### src/rtl/cpu_sram_bridge_if.sv
// rtl/cpu_sram_bridge_if.sv - SRAM-like request/response channel bundle
//
// One channel of the SRAM-like handshake: a request (req/wr/size/addr/
// wstrb/wdata) accepted by addr_ok, and a response (data_ok/rdata).
//   master : drives the request fields, receives addr_ok/data_ok/rdata
//   slave  : receives the request fields, drives addr_ok/data_ok/rdata
interface cpu_sram_bridge_if;
  logic        req;
  logic        wr;
  logic [1:0]  size;
  logic [31:0] addr;
  logic [3:0]  wstrb;
  logic [31:0] wdata;
  logic        addr_ok;
  logic        data_ok;
  logic [31:0] rdata;

  modport master (
    output req, wr, size, addr, wstrb, wdata,
    input  addr_ok, data_ok, rdata
  );

  modport slave (
    input  req, wr, size, addr, wstrb, wdata,
    output addr_ok, data_ok, rdata
  );
endinterface

### src/rtl/cpu_sram_bridge.sv
// rtl/cpu_sram_bridge.sv - arbitrates core inst/data channels onto one memory port
//
// Ports:
//   clk   : clock, rising edge
//   reset : asynchronous, active-high; clears FIFO, count, lock
//   inst  : instruction channel from the core (slave side)
//   data  : data channel from the core (slave side)
//   mem   : shared downstream memory port (master side)
// Parameters:
//   OUTSTANDING : accepted-but-unanswered downstream transactions (1..8)
// Optional feature:
//   BRIDGE_RR_ARB_EN : round-robin grant on simultaneous requests instead
//                      of fixed data priority.
module cpu_sram_bridge #(
  parameter int OUTSTANDING = 2
) (
  input logic              clk,
  input logic              reset,
  cpu_sram_bridge_if.slave  inst,
  cpu_sram_bridge_if.slave  data,
  cpu_sram_bridge_if.master mem
);

  localparam int CW = $clog2(OUTSTANDING + 1);
  localparam int PW = (OUTSTANDING > 1) ? $clog2(OUTSTANDING) : 1;

  typedef enum logic {ST_OPEN, ST_LOCKED} lock_state_e;

  lock_state_e state_q, state_d;
  logic        lock_src_q, lock_src_d;
  logic        lock_valid;

  logic        sel;        // 0 = inst, 1 = data
  logic        sel_req;
  logic        full;
  logic        accept;
  logic        pop;
  logic        head;

  logic [CW-1:0]          count_q;
  logic [PW-1:0]          wr_ptr_q, rd_ptr_q;
  logic [OUTSTANDING-1:0] tag_q;

`ifdef BRIDGE_RR_ARB_EN
  logic rr_last_q;
`endif

  function automatic logic [PW-1:0] ptr_next(input logic [PW-1:0] p);
    return (p == PW'(OUTSTANDING - 1)) ? '0 : p + 1'b1;
  endfunction

  // Lock FSM: a request presented but not accepted must stay on the bus
  // until the downstream port takes it, whatever the other channel does.
  always_ff @(posedge clk or posedge reset) begin
    if (reset) begin
      state_q    <= ST_OPEN;
      lock_src_q <= 1'b0;
    end else begin
      state_q    <= state_d;
      lock_src_q <= lock_src_d;
    end
  end

  always_comb begin
    state_d    = state_q;
    lock_src_d = lock_src_q;
    case (state_q)
      ST_OPEN: begin
        if (mem.req && !mem.addr_ok) begin
          state_d    = ST_LOCKED;
          lock_src_d = sel;
        end
      end
      ST_LOCKED: begin
        if (accept) state_d = ST_OPEN;
      end
      default: state_d = ST_OPEN;
    endcase
  end

  always_comb begin
    lock_valid = (state_q == ST_LOCKED);
  end

  // Source selection
  always_comb begin
    if (lock_valid) begin
      sel = lock_src_q;
`ifdef BRIDGE_RR_ARB_EN
    end else if (inst.req && data.req) begin
      sel = ~rr_last_q;
`endif
    end else begin
      sel = data.req;
    end
  end

  assign full    = (count_q == CW'(OUTSTANDING));
  assign sel_req = sel ? data.req : inst.req;
  assign accept  = mem.req & mem.addr_ok;

  assign mem.req   = sel_req & ~full & ~reset;
  assign mem.wr    = sel ? data.wr    : inst.wr;
  assign mem.size  = sel ? data.size  : inst.size;
  assign mem.addr  = sel ? data.addr  : inst.addr;
  assign mem.wstrb = sel ? data.wstrb : inst.wstrb;
  assign mem.wdata = sel ? data.wdata : inst.wdata;

  assign inst.addr_ok = accept & ~sel;
  assign data.addr_ok = accept &  sel;

  // Responses with nothing outstanding are dropped (spurious, or belonging
  // to transactions discarded by reset).
  assign pop  = mem.data_ok & (count_q != '0) & ~reset;
  assign head = tag_q[rd_ptr_q];

  assign inst.data_ok = pop & ~head;
  assign data.data_ok = pop &  head;
  assign inst.rdata   = mem.rdata;
  assign data.rdata   = mem.rdata;

  // In-order tag FIFO; accept already implies not full.
  always_ff @(posedge clk or posedge reset) begin
    if (reset) begin
      count_q  <= '0;
      wr_ptr_q <= '0;
      rd_ptr_q <= '0;
      tag_q    <= '0;
    end else begin
      if (accept) begin
        tag_q[wr_ptr_q] <= sel;
        wr_ptr_q        <= ptr_next(wr_ptr_q);
      end
      if (pop) begin
        rd_ptr_q <= ptr_next(rd_ptr_q);
      end
      count_q <= count_q + CW'(accept) - CW'(pop);
    end
  end

`ifdef BRIDGE_RR_ARB_EN
  always_ff @(posedge clk or posedge reset) begin
    if (reset) begin
      rr_last_q <= 1'b0;
    end else if (accept) begin
      rr_last_q <= sel;
    end
  end
`endif

endmodule

### src/flat_wrapper.sv
// flat-port wrapper written by rule: the top's interface ports become plain ports
module cpu_sram_bridge_flat 
#(
  parameter int OUTSTANDING = 2
)
  (clk, reset, inst_req, inst_wr, inst_size, inst_addr, inst_wstrb, inst_wdata, inst_addr_ok, inst_data_ok, inst_rdata, data_req, data_wr, data_size, data_addr, data_wstrb, data_wdata, data_addr_ok, data_data_ok, data_rdata, mem_req, mem_wr, mem_size, mem_addr, mem_wstrb, mem_wdata, mem_addr_ok, mem_data_ok, mem_rdata);
  cpu_sram_bridge_if inst_i ();
  cpu_sram_bridge_if data_i ();
  cpu_sram_bridge_if mem_i ();
  input logic clk;
  input logic reset;
  input wire logic [$bits(inst_i.req)-1:0] inst_req;
  input wire logic [$bits(inst_i.wr)-1:0] inst_wr;
  input wire logic [$bits(inst_i.size)-1:0] inst_size;
  input wire logic [$bits(inst_i.addr)-1:0] inst_addr;
  input wire logic [$bits(inst_i.wstrb)-1:0] inst_wstrb;
  input wire logic [$bits(inst_i.wdata)-1:0] inst_wdata;
  output wire logic [$bits(inst_i.addr_ok)-1:0] inst_addr_ok;
  output wire logic [$bits(inst_i.data_ok)-1:0] inst_data_ok;
  output wire logic [$bits(inst_i.rdata)-1:0] inst_rdata;
  input wire logic [$bits(data_i.req)-1:0] data_req;
  input wire logic [$bits(data_i.wr)-1:0] data_wr;
  input wire logic [$bits(data_i.size)-1:0] data_size;
  input wire logic [$bits(data_i.addr)-1:0] data_addr;
  input wire logic [$bits(data_i.wstrb)-1:0] data_wstrb;
  input wire logic [$bits(data_i.wdata)-1:0] data_wdata;
  output wire logic [$bits(data_i.addr_ok)-1:0] data_addr_ok;
  output wire logic [$bits(data_i.data_ok)-1:0] data_data_ok;
  output wire logic [$bits(data_i.rdata)-1:0] data_rdata;
  output wire logic [$bits(mem_i.req)-1:0] mem_req;
  output wire logic [$bits(mem_i.wr)-1:0] mem_wr;
  output wire logic [$bits(mem_i.size)-1:0] mem_size;
  output wire logic [$bits(mem_i.addr)-1:0] mem_addr;
  output wire logic [$bits(mem_i.wstrb)-1:0] mem_wstrb;
  output wire logic [$bits(mem_i.wdata)-1:0] mem_wdata;
  input wire logic [$bits(mem_i.addr_ok)-1:0] mem_addr_ok;
  input wire logic [$bits(mem_i.data_ok)-1:0] mem_data_ok;
  input wire logic [$bits(mem_i.rdata)-1:0] mem_rdata;
  assign inst_i.req = inst_req;
  assign inst_i.wr = inst_wr;
  assign inst_i.size = inst_size;
  assign inst_i.addr = inst_addr;
  assign inst_i.wstrb = inst_wstrb;
  assign inst_i.wdata = inst_wdata;
  assign inst_addr_ok = inst_i.addr_ok;
  assign inst_data_ok = inst_i.data_ok;
  assign inst_rdata = inst_i.rdata;
  assign data_i.req = data_req;
  assign data_i.wr = data_wr;
  assign data_i.size = data_size;
  assign data_i.addr = data_addr;
  assign data_i.wstrb = data_wstrb;
  assign data_i.wdata = data_wdata;
  assign data_addr_ok = data_i.addr_ok;
  assign data_data_ok = data_i.data_ok;
  assign data_rdata = data_i.rdata;
  assign mem_req = mem_i.req;
  assign mem_wr = mem_i.wr;
  assign mem_size = mem_i.size;
  assign mem_addr = mem_i.addr;
  assign mem_wstrb = mem_i.wstrb;
  assign mem_wdata = mem_i.wdata;
  assign mem_i.addr_ok = mem_addr_ok;
  assign mem_i.data_ok = mem_data_ok;
  assign mem_i.rdata = mem_rdata;
  cpu_sram_bridge #(.OUTSTANDING(OUTSTANDING)) u_core (.clk(clk), .reset(reset), .inst(inst_i), .data(data_i), .mem(mem_i));
endmodule
### config.mk
export PLATFORM = sky130hd
export DESIGN_NAME = cpu_sram_bridge_flat
export DESIGN_NICKNAME = d
export VERILOG_FILES = /design/src/rtl/cpu_sram_bridge_if.sv /design/src/rtl/cpu_sram_bridge.sv /design/src/flat_wrapper.sv
export SDC_FILE = /design/constraint.sdc
export NUM_CORES = 1
export LEC_CHECK = 0
export ABC_AREA = 1
export CAP_MARGIN = 10
export CELL_PAD_IN_SITES_DETAIL_PLACEMENT = 0
export CELL_PAD_IN_SITES_GLOBAL_PLACEMENT = 1
export CORE_MARGIN = 5
export CORE_UTILIZATION = 12
export DETAILED_ROUTE_END_ITERATION = 7
export GPL_TIMING_DRIVEN = 0
export PLACE_DENSITY_LB_ADDON = 0.1
export SYNTH_ARGS = -nofsm -noshare
export SYNTH_HDL_FRONTEND = slang
export SYNTH_SLANG_ARGS = --single-unit
### constraint.sdc
create_clock -name clk -period 1.9 [get_ports clk]
set_input_delay 0.38 -clock clk [delete_from_list [all_inputs] [get_ports clk]]
set_output_delay 0.38 -clock clk [all_outputs]
set_load 0.1 [all_outputs]
==> flow_summary.json <==
{
  "rrSetupSlack_ns": 0.03,
  "synthDominantCellAreaShare": 0.442,
  "status": "finished with violations",
  "setup-violations-final": 72,
  "intPower_mw": 4.82,
  "p_switching_mw": 7.50,
  "netlist_top_cells_count": "nand2_1, buf_4, buf_6",
  "gp_congestion": 0.723,
  "drive_gt1_frac": 0.481,
  "hold_viol_final": 0,
  "ys_warn_count": 0,
  "async_flop_share": 1.00,
  "vias": 3208,
  "crit_fanout": 5,
  "leakage_nw": 3.31,
  "drtAntennaViolNets": 0,
  "ir_drop_mv": 0.946,
  "final.min_clock_period_ns": 1.97,
  "rsz0062_at_grt": "yes",
  "synth-seq-area-share": 0.103,
  "p_per_area_mw_per_mm2": 1800,
  "io_buffer_count": 287,
  "avgViaCountPerCell": 3.60,
  "synth_flop_cell": "dfrtp_1",
  "place_hpwl_mm": 10.2,
  "clkSlewWorstSetupHoldPaths_ns": 0.04,
  "dpl_worst_slack_ns": -1.29,
  "nets": 858,
  "maxCapViolCount": 0,
  "reg2regPathDepth": 11,
  "io_pins": 320,
  "crit_arrival_ns": 1.59,
  "crit_top_cell": "nand2_2",
  "fin_crit_sh": 1.04,
  "synth_most_common_cell": "nand2_1",
  "critPathTopFamily": "buffers and inverters",
  "cts_buffers": 3,
  "synth_cell_types": 19,
  "die_height_um": 137,
  "final_cell_count_no_fill": 890,
  "required_ns": 1.52,
  "grt_pass1_wl_mm": 17.7,
  "maxSlewViolCount": 0,
  "netlist_area_mm2": 0.00194,
  "cts_root_buf": "clkbuf_16",
  "multi_input_area_mm2": 0.00159,
  "tightest_slew_ns": 0.998,
  "initial_core_util": 0.122,
  "finalCoreUtilization": 0.433,
  "fin_skew_ns": 0.00145,
  "n_fill_cell": 1589,
  "reg2reg_to": "u_core.count_q[1]$_DFF_PP0_",
  "antenna_found_initial": 0,
  "slowest_delay_ns": 0.43,
  "syn_area_per_cell_um2": 5.44,
  "synth-seq-cells": 8,
  "hold_path.class": "in -> async",
  "endpoint_kind": "output port",
  "register_area_um2": 201,
  "core-area_mm2": 0.0158,
  "die_area_mm2": 0.0188,
  "grt_pass1_vias": 3260,
  "worstSetupPathType": "reg -> out",
  "cts.sinks": 8,
  "p_comb_frac": 0.944,
  "routedWlPerCell_um": 14.3,
  "finalWirelength_mm": 12.7,
  "synth.area.top_cells": "nand2_1, buf_4, dfrtp_1",
  "slew_headroom": 0.338,
  "row_count": 46,
  "critical_path_buf_inv_count": 5,
  "crit_path_top_delay_cell": "dfrtp_2",
  "area_growth_syn_to_layout_pct": 254,
  "worstSetupStartpointType": "flop",
  "syn_nets": 538,
  "grt_max_degree": 11,
  "setup_slack_ns": -0.0715,
  "cts_tree": "built",
  "clockPowerShare": 0.029,
  "globalRoute.totalOverflow": 0,
  "grt.total_usage": 0.118,
  "hold_ws_ns": 0.305,
  "num_antenna_cells": 0,
  "drtPass1Iterations": 4,
  "seq_power_share": 0.027,
  "path_cells": "inv_2 -> nand2_4 -> nand2_8 -> buf_6 -> clkinv_8 -> clkbuf_16 -> nand2_2 -> nand2_2 -> buf_12",
  "synth_top_area_cell": "nand2_1",
  "violations": "negative setup slack",
  "placed_cells": 859,
  "die_w_um": 137,
  "synth_edf_count": 0,
  "drt_iter0_markers": 13,
  "htree_levels": 1,
  "fmaxAchievable_mhz": 507,
  "clk-insertion-delay-late_ns": 0.23,
  "cts_max_path_buffers": 2,
  "drc": 0,
  "netlist_instances": 356,
  "switching_share": 0.609
}
-- stage by stage --
| step | setup TNS (ns) | cell area, µm² | total power [mW] |
|---|---|---|---|
| 2_1_floorplan | -1.24 | 2150 | 7.05 |
| 3_3_place_gp | -98.56 | 5290 | 9.07 |
| 3_5_place_dp | -98.49 | 5290 | 9.08 |
| 4_1_cts | -2.34 | 6490 | 11.9 |
| 5_1_grt | -7.51 | 6860 | 12.8 |
| 6_report | -1.90 | 6860 | 12.3 |
-- per-layer routing --
layer	part of all wire	vias up	GRT usage
met5	0	-	0
met2	0.57	166	0.239
met1	0.32	1399	0.121
met4	0.0046	0	0.0133
met3	0.11	6	0.0364
li1	-	1637	-
-- worst register-to-register path, delay by kind of cell, from the launching register on --
family          cells  cell delay [ns]
flops               1             0.40
xor+xnor            1             0.12
simple gates        3             0.26
compound gates      1             0.20
fa+ha+maj           2             0.40
buf+inv             4             0.36
-- how the worst max path moves through the flow --
| stage | startpoint | to | slack (ns) | cells past startpoint |
|---|---|---|---|---|
| 2_1_floorplan | flop | data_addr_ok | -0.40 | 6 |
| 3_3_place_gp | data_req | mem_wdata[31] | -1.28 | 8 |
| 3_5_place_dp | data_req | mem_wdata[31] | -1.29 | 8 |
| 4_1_cts | flop | mem_addr[14] | -0.06 | 9 |
| 5_1_grt | flop | data_addr_ok | -0.14 | 8 |
| 6_report | flop | mem_wdata[4] | -0.07 | 9 |
-- final cells by class --
| class | count | share of cell area |
|---|---|---|
| well taps | 216 | 0.0394 |
| repair inverters | 1 | 0.00237 |
| flip-flops and latches | 8 | 0.0294 |
| clock buffers | 3 | 0.0109 |
| multi-input cells | 255 | 0.232 |
| repair buffers | 316 | 0.576 |
| inverters | 14 | 0.0106 |
| plain buffers | 77 | 0.0994 |
-- power by group through the flow --
stage	registers, mW	logic [mW]	clock network (mW)
after global placement	0.320	8.75	0
final	0.339	11.6	0.356
after detailed placement	0.321	8.76	0
after floorplan	0.308	6.74	0
after global routing	0.350	12.1	0.375
after CTS	0.319	11.2	0.371
-- cell families (layout without fill, tap and decap cells) --
logic type | after synthesis | in the layout | synth area share
buffers and inverters | 93 | 411 | 0.359
adders and majority gates | 2 | 2 | 0.0129
DFF | 8 | 8 | 0.103
xor gates and xnor gates | 3 | 3 | 0.0136
AOI/OAI and AO/OA | 3 | 3 | 0.0136
and+or+nand+nor | 247 | 247 | 0.497
-- layout by cell type (no fill, tap or decap), types with 3 or more instances in the layout --
master and n:
clkdlybuf4s50_1 144, nand2_1 109, nand2_2 87, buf_12 80, buf_4 76, dlygate4sd2_1 67
nand2_4 34, inv_1 10, buf_8 10, buf_6 9, clkbuf_16 7, dfrtp_1 7
nand4_1 5, nor2_1 4, nor2_4 4, buf_16 3
-- repair_timing --
item / 4_1_cts / 5_1_grt
setup endpoints to repair: 142 / 78
setup buffers: 15 / 6
hold buffers: 0 / 0
gates cloned: 5 / 5
gates resized for setup: 812 / 68
pin swaps: 16 / 16
Power figures use the tool's default switching activity.
